[config.mk]
export PLATFORM = sky130hd
export DESIGN_NAME = apc_acc_add
export DESIGN_NICKNAME = d
export VERILOG_FILES = /design/src/rtl/apc_pkg.sv /design/src/rtl/apc_popcount.sv /design/src/rtl/apc_acc_add.sv
export SDC_FILE = /design/constraint.sdc
export NUM_CORES = 1
export LEC_CHECK = 0
export BUFFER_PORTS_ARGS = -buffer_cell sky130_fd_sc_hd__buf_4
export CORE_ASPECT_RATIO = 1.25
export CORE_MARGIN = 3
export CORE_UTILIZATION = 45
export CTS_CLUSTER_DIAMETER = 60
export DETAILED_ROUTE_END_ITERATION = 10
export HOLD_SLACK_MARGIN = 0.1
export PLACE_DENSITY = 0.68
export SLEW_MARGIN = 20
export SYNTH_ARGS = -nofsm -noshare
export SYNTH_HDL_FRONTEND = slang
export SYNTH_SLANG_ARGS = --single-unit
[constraint.sdc]
create_clock -name clk -period 1.97 [get_ports clk]
set_clock_uncertainty 0.15 [all_clocks]
set_input_delay 0.2955 -clock clk [delete_from_list [all_inputs] [get_ports clk]]
set_output_delay 0.2955 -clock clk [all_outputs]
set_load 0.02 [all_outputs]
[src/rtl/apc_pkg.sv]
// Shared types and defaults for the approximate parallel counter accumulator.
// Mode enum, default sizing and a parameter-to-mode helper.
package apc_pkg;

  typedef enum logic {
    APC_EXACT  = 1'b0,
    APC_APPROX = 1'b1
  } apc_mode_e;

  localparam int APC_INUM_DEF   = 16;
  localparam int APC_WINLOG_DEF = 8;

  function automatic apc_mode_e apc_mode(input int approx);
    return (approx != 0) ? APC_APPROX : APC_EXACT;
  endfunction

endpackage

[src/rtl/apc_popcount.sv]
// Combinational count of set bits across INUM stochastic streams.
// Exact popcount, or an OR-paired approximation that saves adder width.
module apc_popcount
  import apc_pkg::*;
#(
  parameter int INUM   = APC_INUM_DEF,
  parameter int APPROX = 1
) (
  input  logic [INUM-1:0]        in,
  output logic [$clog2(INUM):0]  cnt
);

  localparam int CW    = $clog2(INUM) + 1;
  localparam int NPAIR = INUM / 2;
  localparam apc_mode_e MODE = apc_mode(APPROX);

  generate
    if (MODE == APC_APPROX) begin : g_approx
      logic [NPAIR-1:0] pair_or;
      logic [CW-1:0]    pair_sum;

      for (genvar gi = 0; gi < NPAIR; gi++) begin : g_pair
        assign pair_or[gi] = in[2*gi] | in[2*gi+1];
      end

      // Every pair but the last weighs 2; the last pair weighs 1, capping at INUM-1.
      always_comb begin
        pair_sum = '0;
        for (int i = 0; i < NPAIR - 1; i++) begin
          pair_sum = pair_sum + CW'(pair_or[i]);
        end
        cnt = (pair_sum << 1) + CW'(pair_or[NPAIR-1]);
      end
    end else begin : g_exact
      always_comb begin
        cnt = '0;
        for (int i = 0; i < INUM; i++) begin
          cnt = cnt + CW'(in[i]);
        end
      end
    end
  endgenerate

endmodule

[src/rtl/apc_acc_add.sv]
// Stochastic scaled adder: registers a per-sample count, compares it to a
// random number for the output bit, and sums counts over fixed windows.
module apc_acc_add
  import apc_pkg::*;
#(
  parameter int INUM    = APC_INUM_DEF,
  parameter int LOGINUM = $clog2(INUM),
  parameter int WINLOG  = APC_WINLOG_DEF,
  parameter int APPROX  = 1
) (
  input  logic                        clk,
  input  logic                        rst_n,
  input  logic                        en,
  input  logic                        clr,
  input  logic [INUM-1:0]             in,
  input  logic [LOGINUM-1:0]          randNum,
  output logic                        out,
  output logic [LOGINUM:0]            cnt_o,
  output logic [LOGINUM+WINLOG:0]     acc_o,
  output logic                        acc_valid
);

  localparam int AW = LOGINUM + WINLOG + 1;

  logic [LOGINUM:0]  pop_cnt;

  logic [LOGINUM:0]  cnt_reg,       cnt_next;
  logic              cnt_vld_reg,   cnt_vld_next;
  logic [WINLOG-1:0] wcnt_reg,      wcnt_next;
  logic [AW-1:0]     acc_reg,       acc_next;
  logic [AW-1:0]     acc_o_reg,     acc_o_next;
  logic              acc_valid_reg, acc_valid_next;
  logic [AW-1:0]     acc_sum;
  logic              win_last;

  apc_popcount #(
    .INUM   (INUM),
    .APPROX (APPROX)
  ) u_popcount (
    .in  (in),
    .cnt (pop_cnt)
  );

  always_ff @(posedge clk or negedge rst_n) begin
    if (!rst_n) begin
      cnt_reg       <= '0;
      cnt_vld_reg   <= 1'b0;
      wcnt_reg      <= '0;
      acc_reg       <= '0;
      acc_o_reg     <= '0;
      acc_valid_reg <= 1'b0;
    end else begin
      cnt_reg       <= cnt_next;
      cnt_vld_reg   <= cnt_vld_next;
      wcnt_reg      <= wcnt_next;
      acc_reg       <= acc_next;
      acc_o_reg     <= acc_o_next;
      acc_valid_reg <= acc_valid_next;
    end
  end

  assign acc_sum  = acc_reg + AW'(cnt_reg);
  assign win_last = (wcnt_reg == {WINLOG{1'b1}});

  always_comb begin
    cnt_next       = cnt_reg;
    cnt_vld_next   = 1'b0;
    wcnt_next      = wcnt_reg;
    acc_next       = acc_reg;
    acc_o_next     = acc_o_reg;
    acc_valid_next = 1'b0;

    if (en) begin
      cnt_next     = pop_cnt;
      cnt_vld_next = 1'b1;
    end

    // Restart wins over window completion; a sample loaded alongside it is dropped.
    if (clr) begin
      cnt_vld_next = 1'b0;
      wcnt_next    = '0;
      acc_next     = '0;
    end else if (cnt_vld_reg) begin
      if (win_last) begin
        acc_o_next     = acc_sum;
        acc_next       = '0;
        wcnt_next      = '0;
        acc_valid_next = 1'b1;
      end else begin
        acc_next  = acc_sum;
        wcnt_next = wcnt_reg + 1'b1;
      end
    end
  end

  assign out       = (cnt_reg > {1'b0, randNum});
  assign cnt_o     = cnt_reg;
  assign acc_o     = acc_o_reg;
  assign acc_valid = acc_valid_reg;

endmodule

==> results.sh, run 1 <==
export IMPL_outcome="finished, violations left"
export IMPL_failed_checks="negative setup slack"
export IMPL_timing_final_crit_share_pct=139
export IMPL_placed_area_um2=2930
export IMPL_root_buffer="clkbuf_8"
export IMPL_die_w_um=70.4
export IMPL_synth_cell_types=39
export IMPL_rsz0062_at_grt="yes"
export IMPL_fin_crit_ns=2.73
export IMPL_drv_cap=0
export IMPL_register_area_um2=1030
export IMPL_synth_edf_count=0
export IMPL_irDropWorstVdd_mv=0.425
export IMPL_nNetsFinal=358
export IMPL_cts_reportedPaths_clkPinSlew_ns=0.08
export IMPL_cts_buffers=5
export IMPL_rows=28
export IMPL_cp_max_fo=2
export IMPL_routed_wl_mm=5.10
export IMPL_hold_violations=0
export IMPL_synth_mux_area_share_pct=1.34
export IMPL_cp_required_ns=2.01
export IMPL_preCtsSetupSlack_ns=-1.14
export IMPL_drive_gt1_share_pct=37.9
export IMPL_end_kind="flip-flop"
export IMPL_vias_per_cell=5.15
export IMPL_wl_per_cell_um=13.5
export IMPL_via_count=1941
export IMPL_ant_nets=0
export IMPL_synth_ff_type="dfrtp_1"
export IMPL_ios=44
export IMPL_cts_max_path_buffers=2
export IMPL_core_area_um2=4870
export IMPL_dieHeight_um=86.5
export IMPL_cts_sinks=41
export IMPL_grt_pass1_vias=2043
export IMPL_worst_setup_path_type="in2reg"
export IMPL_drt_pass1_iter_count=4
export IMPL_grt_max_degree=42
export IMPL_synth_compound_area_share_pct=17.3
export IMPL_start_kind="input port"
export IMPL_yosys_area_share_simple_pct=14.8
export IMPL_drv_slew=0
export IMPL_max_freq_mhz=366
export IMPL_syn_area_per_cell_um2=9.48
export IMPL_synth_xor_area_share_pct=5.64
export IMPL_tightestPinTransition_ns=0.501
export IMPL_power_density_nw_per_um2=759
export IMPL_drt_iter0_drc=76
export IMPL_port_buffers=43
export IMPL_drc=0
export IMPL_antenna_found_initial=0
export IMPL_h_tree_depth=2
export IMPL_gr_total_overflow=0
export IMPL_leakage_nw=1.49
export IMPL_multi_input_area_um2=1370
export IMPL_syn_area_um2=2330
export IMPL_synthCells=246
export IMPL_async_reset_ff_share_pct=100
export IMPL_tritoncts="yes"
export IMPL_fillers=408
export IMPL_tns_ns=-3.57
export IMPL_finalSetupViolCount=13
export IMPL_ys_seq_area_share_pct=44.0
export IMPL_ys_warn_count=0
export IMPL_synth_fa_ha_area_share_pct=11.0
export IMPL_syn2layout_area_growth_pct=38.5
export IMPL_critPathArrivalTime_ns=2.77
export IMPL_synth_top_family_by_area="compound AO/OA/AOI/OAI gates"
export IMPL_start_util_pct=47.9
export IMPL_synth_seq_cells=41
export IMPL_diodes=0
export IMPL_grtUsageTotal_pct=18.1
export IMPL_design_area_um2=3230
export IMPL_die_area_um2=6080
export IMPL_grt_pass1_wl_mm=8.87
export IMPL_hp_class="in2reg"
export IMPL_finalWeightedCongestion=0.802
export IMPL_slew_headroom_pct=66.6
export IMPL_clock_latency_ns=0.30
export IMPL_synth_nets=288
export IMPL_dp_hpwl_mm=3.69
export IMPL_total_power_mw=2.45
export IMPL_layout_setup_ws_ns=-0.761
worst paths after layout:
kind                            startpoint    endpoint  slack (ns)  depth (start not counted)
worst max-delay path                 in[1]    cnt_o[3]       -0.76                         12
worst min-delay path                in[14]    cnt_o[0]        0.12                          3
worst max register to register  acc_reg[0]  acc_reg[8]       -0.25                          9
worst min register to register    acc_o[4]    acc_o[4]        0.33                          2
max in group asynchronous            rst_n    cnt_o[2]        0.94                          2
min in group asynchronous            rst_n   acc_o[11]        0.36                          2
cell families (layout without fill, tap and decap cells):
kind of cell / Yosys count / in the layout
fa+ha+maj: 18 / 18
flops: 41 / 41
buf+inv: 30 / 101
xor+xnor: 15 / 15
compound gates: 65 / 65
mux: 3 / 3
simple gates: 74 / 74
where the power goes:
| group | switching [mW] | total, mW | internal, mW |
|---|---|---|---|
| logic | 0.467 | 0.952 | 0.485 |
| clock network | 0.294 | 0.540 | 0.246 |
| registers | 0.0529 | 0.959 | 0.906 |
stage by stage:
stage | instances | hold slack (ns) | util [%]
floorplan | 246 | -0.150 | -
global route | 377 | 0.164 | 66.3
finish | 377 | 0.117 | 66.3
CTS | 374 | 0.117 | 64.3
global placement | 362 | 0.154 | 60.1
detailed placement | 362 | 0.158 | 60.1
what timing repair did:
item                       CTS  global route
hold buffers                 3             0
setup endpoints to repair   20            23
hold endpoints to repair    47             0
resized for setup           21            16
buffers inserted             1             3
pin swaps                   18            16
worst max-delay path, cell delays in order:
cell	delay, ns
buf_6	0.09
or2_4	0.25
ha_4	0.26
inv_2	0.03
fa_1	0.49
fa_1	0.42
inv_2	0.08
ha_4	0.13
inv_2	0.03
fa_2	0.32
xnor2_1	0.12
mux2_4	0.25
synth_stat cells (5+ instances only):
cell type,count,area (um^2)
o21ai_0,22,110
xor2_1,6,52.6
nor2_1,16,60.1
or3_1,5,31.3
o21ai_2,7,61.3
dfrtp_1,41,1030
a21oi_1,11,55.1
nand2_1,31,116
inv_1,21,78.8
nand4_1,6,37.5
xnor2_1,9,78.8
ha_1,14,175
per-layer routing:
| metal | part of all wire [%] | vias up | GRT usage, % |
|---|---|---|---|
| li1 | - | 985 | - |
| met1 | 42 | 909 | 20.3 |
| met2 | 53 | 41 | 34.6 |
| met3 | 4.2 | 6 | 3.48 |
| met4 | 1.1 | 0 | 4.88 |
| met5 | 0 | - | 0 |
final cells by class:
| cell class | count | share of cell area, % |
|---|---|---|
| Multi-Input combinational cell | 175 | 42.4 |
| Clock buffer | 6 | 2.25 |
| Clock inverter | 2 | 0.310 |
| Timing Repair Buffer | 72 | 18.4 |
| Sequential cell | 41 | 31.9 |
| Inverter | 21 | 2.44 |
| Tap cell | 60 | 2.32 |
cell usage in the layout (no fill, tap or decap), types with 3 or more instances in the layout:
cell,instances
o21ai_4,3
nor2_1,16
inv_2,5
xor2_1,6
a31oi_1,4
nand4_1,6
xnor2_1,5
or3_1,5
nand2_1,30
buf_6,9
o31ai_1,3
dlygate4sd3_1,3
dfrtp_1,38
o21ai_2,7
ha_4,6
ha_1,7
inv_1,16
xnor2_2,4
o21ai_1,12
a22o_1,3
dfrtp_2,3
o21ai_0,11
clkbuf_8,5
buf_4,59
a21oi_1,10
(Power assumes the default switching activity.)
==> run 2: changes to the inputs <==
--- a/config.mk
+++ b/config.mk
@@ -5,6 +5,7 @@
 export SDC_FILE = /design/constraint.sdc
 export NUM_CORES = 1
 export LEC_CHECK = 0
+export ABC_AREA = 1
 export BUFFER_PORTS_ARGS = -buffer_cell sky130_fd_sc_hd__buf_4
 export CORE_ASPECT_RATIO = 1.25
 export CORE_MARGIN = 3
@@ -12,7 +13,7 @@
 export CTS_CLUSTER_DIAMETER = 60
 export DETAILED_ROUTE_END_ITERATION = 10
 export HOLD_SLACK_MARGIN = 0.1
-export PLACE_DENSITY = 0.68
+export PLACE_DENSITY = 0.67
 export SLEW_MARGIN = 20
 export SYNTH_ARGS = -nofsm -noshare
 export SYNTH_HDL_FRONTEND = slang
==> results.sh, run 2 <==
export IMPL_holdWs_ns=0.307
export IMPL_wl_met2_mm=2.74
export IMPL_synth_compound_area_share_pct=6.86
export IMPL_max_freq_mhz=381
export IMPL_synth_mux_area_share_pct=0
export IMPL_layout_commonest_cell="nand2_1"
export IMPL_grtUsageTotal_pct=18.2
export IMPL_end_kind="flip-flop"
export IMPL_cts_max_path_buffers=2
export IMPL_failed_checks="negative setup slack"
export IMPL_wl_met3_um=262
export IMPL_synth_fa_ha_area_share_pct=10.4
export IMPL_antenna_found_initial=0
export IMPL_total_power_mw=2.41
export IMPL_ys_seq_area_share_pct=41.7
export IMPL_cts_reportedPaths_clkPinSlew_ns=0.08
export IMPL_instances_no_fill=447
export IMPL_yosys_area_share_simple_pct=29.8
export IMPL_drv_slew=0
export IMPL_routed_wl_mm=5.47
export IMPL_syn_area_per_cell_um2=7.62
export IMPL_rows=29
export IMPL_finalSetupViolCount=5
export IMPL_dp_cells=430
export IMPL_gr_total_overflow=0
export IMPL_via_count=2215
export IMPL_cp_required_ns=2.01
export IMPL_grt_max_degree=42
export IMPL_synth_most_common_cell="nand2_1"
export IMPL_nNetsFinal=426
export IMPL_die_w_um=72.1
export IMPL_synth_seq_cells=41
export IMPL_cp_max_fo=2
export IMPL_synthTopCellsByArea="dfrtp_1 42%, nand2_1 15%, nand3_1 8.5%"
export IMPL_synth_top_cell_by_area="dfrtp_1"
export IMPL_synth_cell_types=25
export IMPL_start_util_pct=47.4
export IMPL_min_path_cells=5
export IMPL_fin_crit_ns=2.63
export IMPL_wl_per_cell_um=12.2
export IMPL_rr_worst_depth=11
export IMPL_multi_input_area_um2=1360
export IMPL_hold_violations=0
export IMPL_layout_common_cells="93 x nand2_1, 50 x buf_4, 41 x inv_1, 41 x dfrtp_1, 36 x nand3_1"
export IMPL_synth_ff_type="dfrtp_1"
export IMPL_leakage_nw=1.69
export IMPL_hp_class="in2reg"
export IMPL_drc=0
export IMPL_drt_iter0_drc=92
export IMPL_outcome="finished, violations left"
export IMPL_reg2reg_from="cnt_o[0]"
export IMPL_synthCells=323
export IMPL_irDropWorstVdd_mv=0.451
export IMPL_vias_per_cell=4.96
export IMPL_rsz0062_at_grt="yes"
export IMPL_synth_top_cell_area_share_pct=41.7
export IMPL_synth_xor_area_share_pct=2.49
export IMPL_grt_pass1_wl_mm=9.27
export IMPL_power_density_nw_per_um2=746
export IMPL_grt_pass1_vias=2080
export IMPL_tightestPinTransition_ns=0.508
export IMPL_critPathArrivalTime_ns=2.67
export IMPL_async_reset_ff_share_pct=100
export IMPL_drive_gt1_share_pct=27.0
export IMPL_ant_nets=0
export IMPL_synth_nets=365
export IMPL_dp_hpwl_mm=4.02
export IMPL_start_kind="input port"
export IMPL_ys_warn_count=0
export IMPL_fillers=468
export IMPL_tritoncts="yes"
export IMPL_layout_setup_ws_ns=-0.658
export IMPL_root_buffer="clkbuf_8"
export IMPL_port_buffers=43
export IMPL_dieHeight_um=88.7
export IMPL_diodes=0
export IMPL_worst_setup_path_type="in2reg"
export IMPL_syn_area_um2=2460
export IMPL_synth_top_family_by_area="simple AND/OR/NAND/NOR gates"
export IMPL_slew_headroom_pct=66.1
export IMPL_wl_met1_mm=2.37
export IMPL_cts_buffers=5
export IMPL_crit_start="in[0]"
export IMPL_ios=44
export IMPL_finalWeightedCongestion=0.830
export IMPL_syn2layout_area_growth_pct=31.4
export IMPL_die_area_um2=6400
export IMPL_synth_commonest_cells="97 x nand2_1, 46 x inv_1, 42 x nand3_1"
export IMPL_drv_cap=0
export IMPL_h_tree_depth=2
export IMPL_core_area_um2=5190
export IMPL_drt_pass1_iter_count=4
export IMPL_cts_sinks=41
export IMPL_register_area_um2=1030
export IMPL_hold_start="in[6]"
export IMPL_clock_latency_ns=0.30
export IMPL_timing_final_crit_share_pct=133
export IMPL_synth_edf_count=0
export IMPL_highest_layer="met4"
[run 2: cell types whose count changed after synthesis, sizes merged, moves of 4 or more]
| cell | before | now |
|---|---|---|
| o21ai | 33 | 22 |
| nand3 | 2 | 42 |
| inv | 21 | 48 |
| nor2b | 4 | 0 |
| or3 | 5 | 0 |
| nor2 | 16 | 22 |
| xnor2 | 9 | 3 |
| a21oi | 11 | 6 |
| nand4 | 6 | 1 |
| a31oi | 4 | 0 |
| nand2 | 32 | 97 |
[run 2: logic make-up after synthesis]
| family | Yosys count |
|---|---|
| buffers and inverters | 53 |
| and+or+nand+nor | 172 |
| DFF | 41 |
| AOI/OAI and AO/OA | 32 |
| adders and majority gates | 18 |
| xor gates and xnor gates | 7 |
[run 2: final timing paths]
path / slack, ns / end
worst min-delay path: 0.31 / cnt_o[1]
max in group asynchronous: 0.96 / acc_o[1]
worst min register to register: 0.33 / acc_o[3]
min in group asynchronous: 0.36 / acc_o[7]
worst max-delay path: -0.66 / cnt_o[2]
worst max register to register: 0.08 / acc_reg[10]
[run 2: timing repair]
action	in CTS	in global routing
hold buffers	4	0
hold endpoints to repair	46	0
gates resized for setup	12	24
pin swaps	4	7
setup buffers	1	4
endpoints found under the setup margin	5	18
[run 2: critical path, cell delays in order]
cell and delay [ns]:
buf_6 0.09, or2_4 0.24, ha_4 0.26, inv_2 0.03
fa_1 0.48, fa_1 0.42, inv_2 0.07, ha_4 0.12
inv_2 0.04, fa_2 0.56, o21ai_2 0.05
[run 2: power by group]
group / internal, mW / switching, mW
Combinational: 0.365 / 0.426
Clock: 0.379 / 0.313
Sequential: 0.887 / 0.0427
[run 2: area by class of cell]
cell class                 instances  area share, %
tap                               62           2.40
inverter                          48           5.57
multi-input combinational        229           42.1
timing repair buffer              59           14.6
sequential                        41           31.7
clock inverter                     3           1.43
clock buffer                       5           2.13
[run 2: per-layer routing]
| metal | GRT usage, % | up-vias |
|---|---|---|
| met5 | 0 | - |
| met4 | 5.98 | 0 |
| met2 | 32.1 | 58 |
| met3 | 3.18 | 10 |
| li1 | - | 1146 |
| met1 | 22.5 | 1001 |
[run 2: through the flow]
stage | utilization, % | setup TNS (ns) | instance area (um^2) | setup WS, ns
2_1_floorplan | - | -2.50 | 2490 | -0.833
4_1_cts | 60.0 | -1.84 | 3110 | -0.659
5_1_grt | 62.3 | -2.45 | 3230 | -0.723
3_5_place_dp | 56.1 | -3.16 | 2910 | -0.992
6_report | 62.3 | -1.87 | 3230 | -0.658
3_3_place_gp | 56.1 | -3.11 | 2910 | -0.972
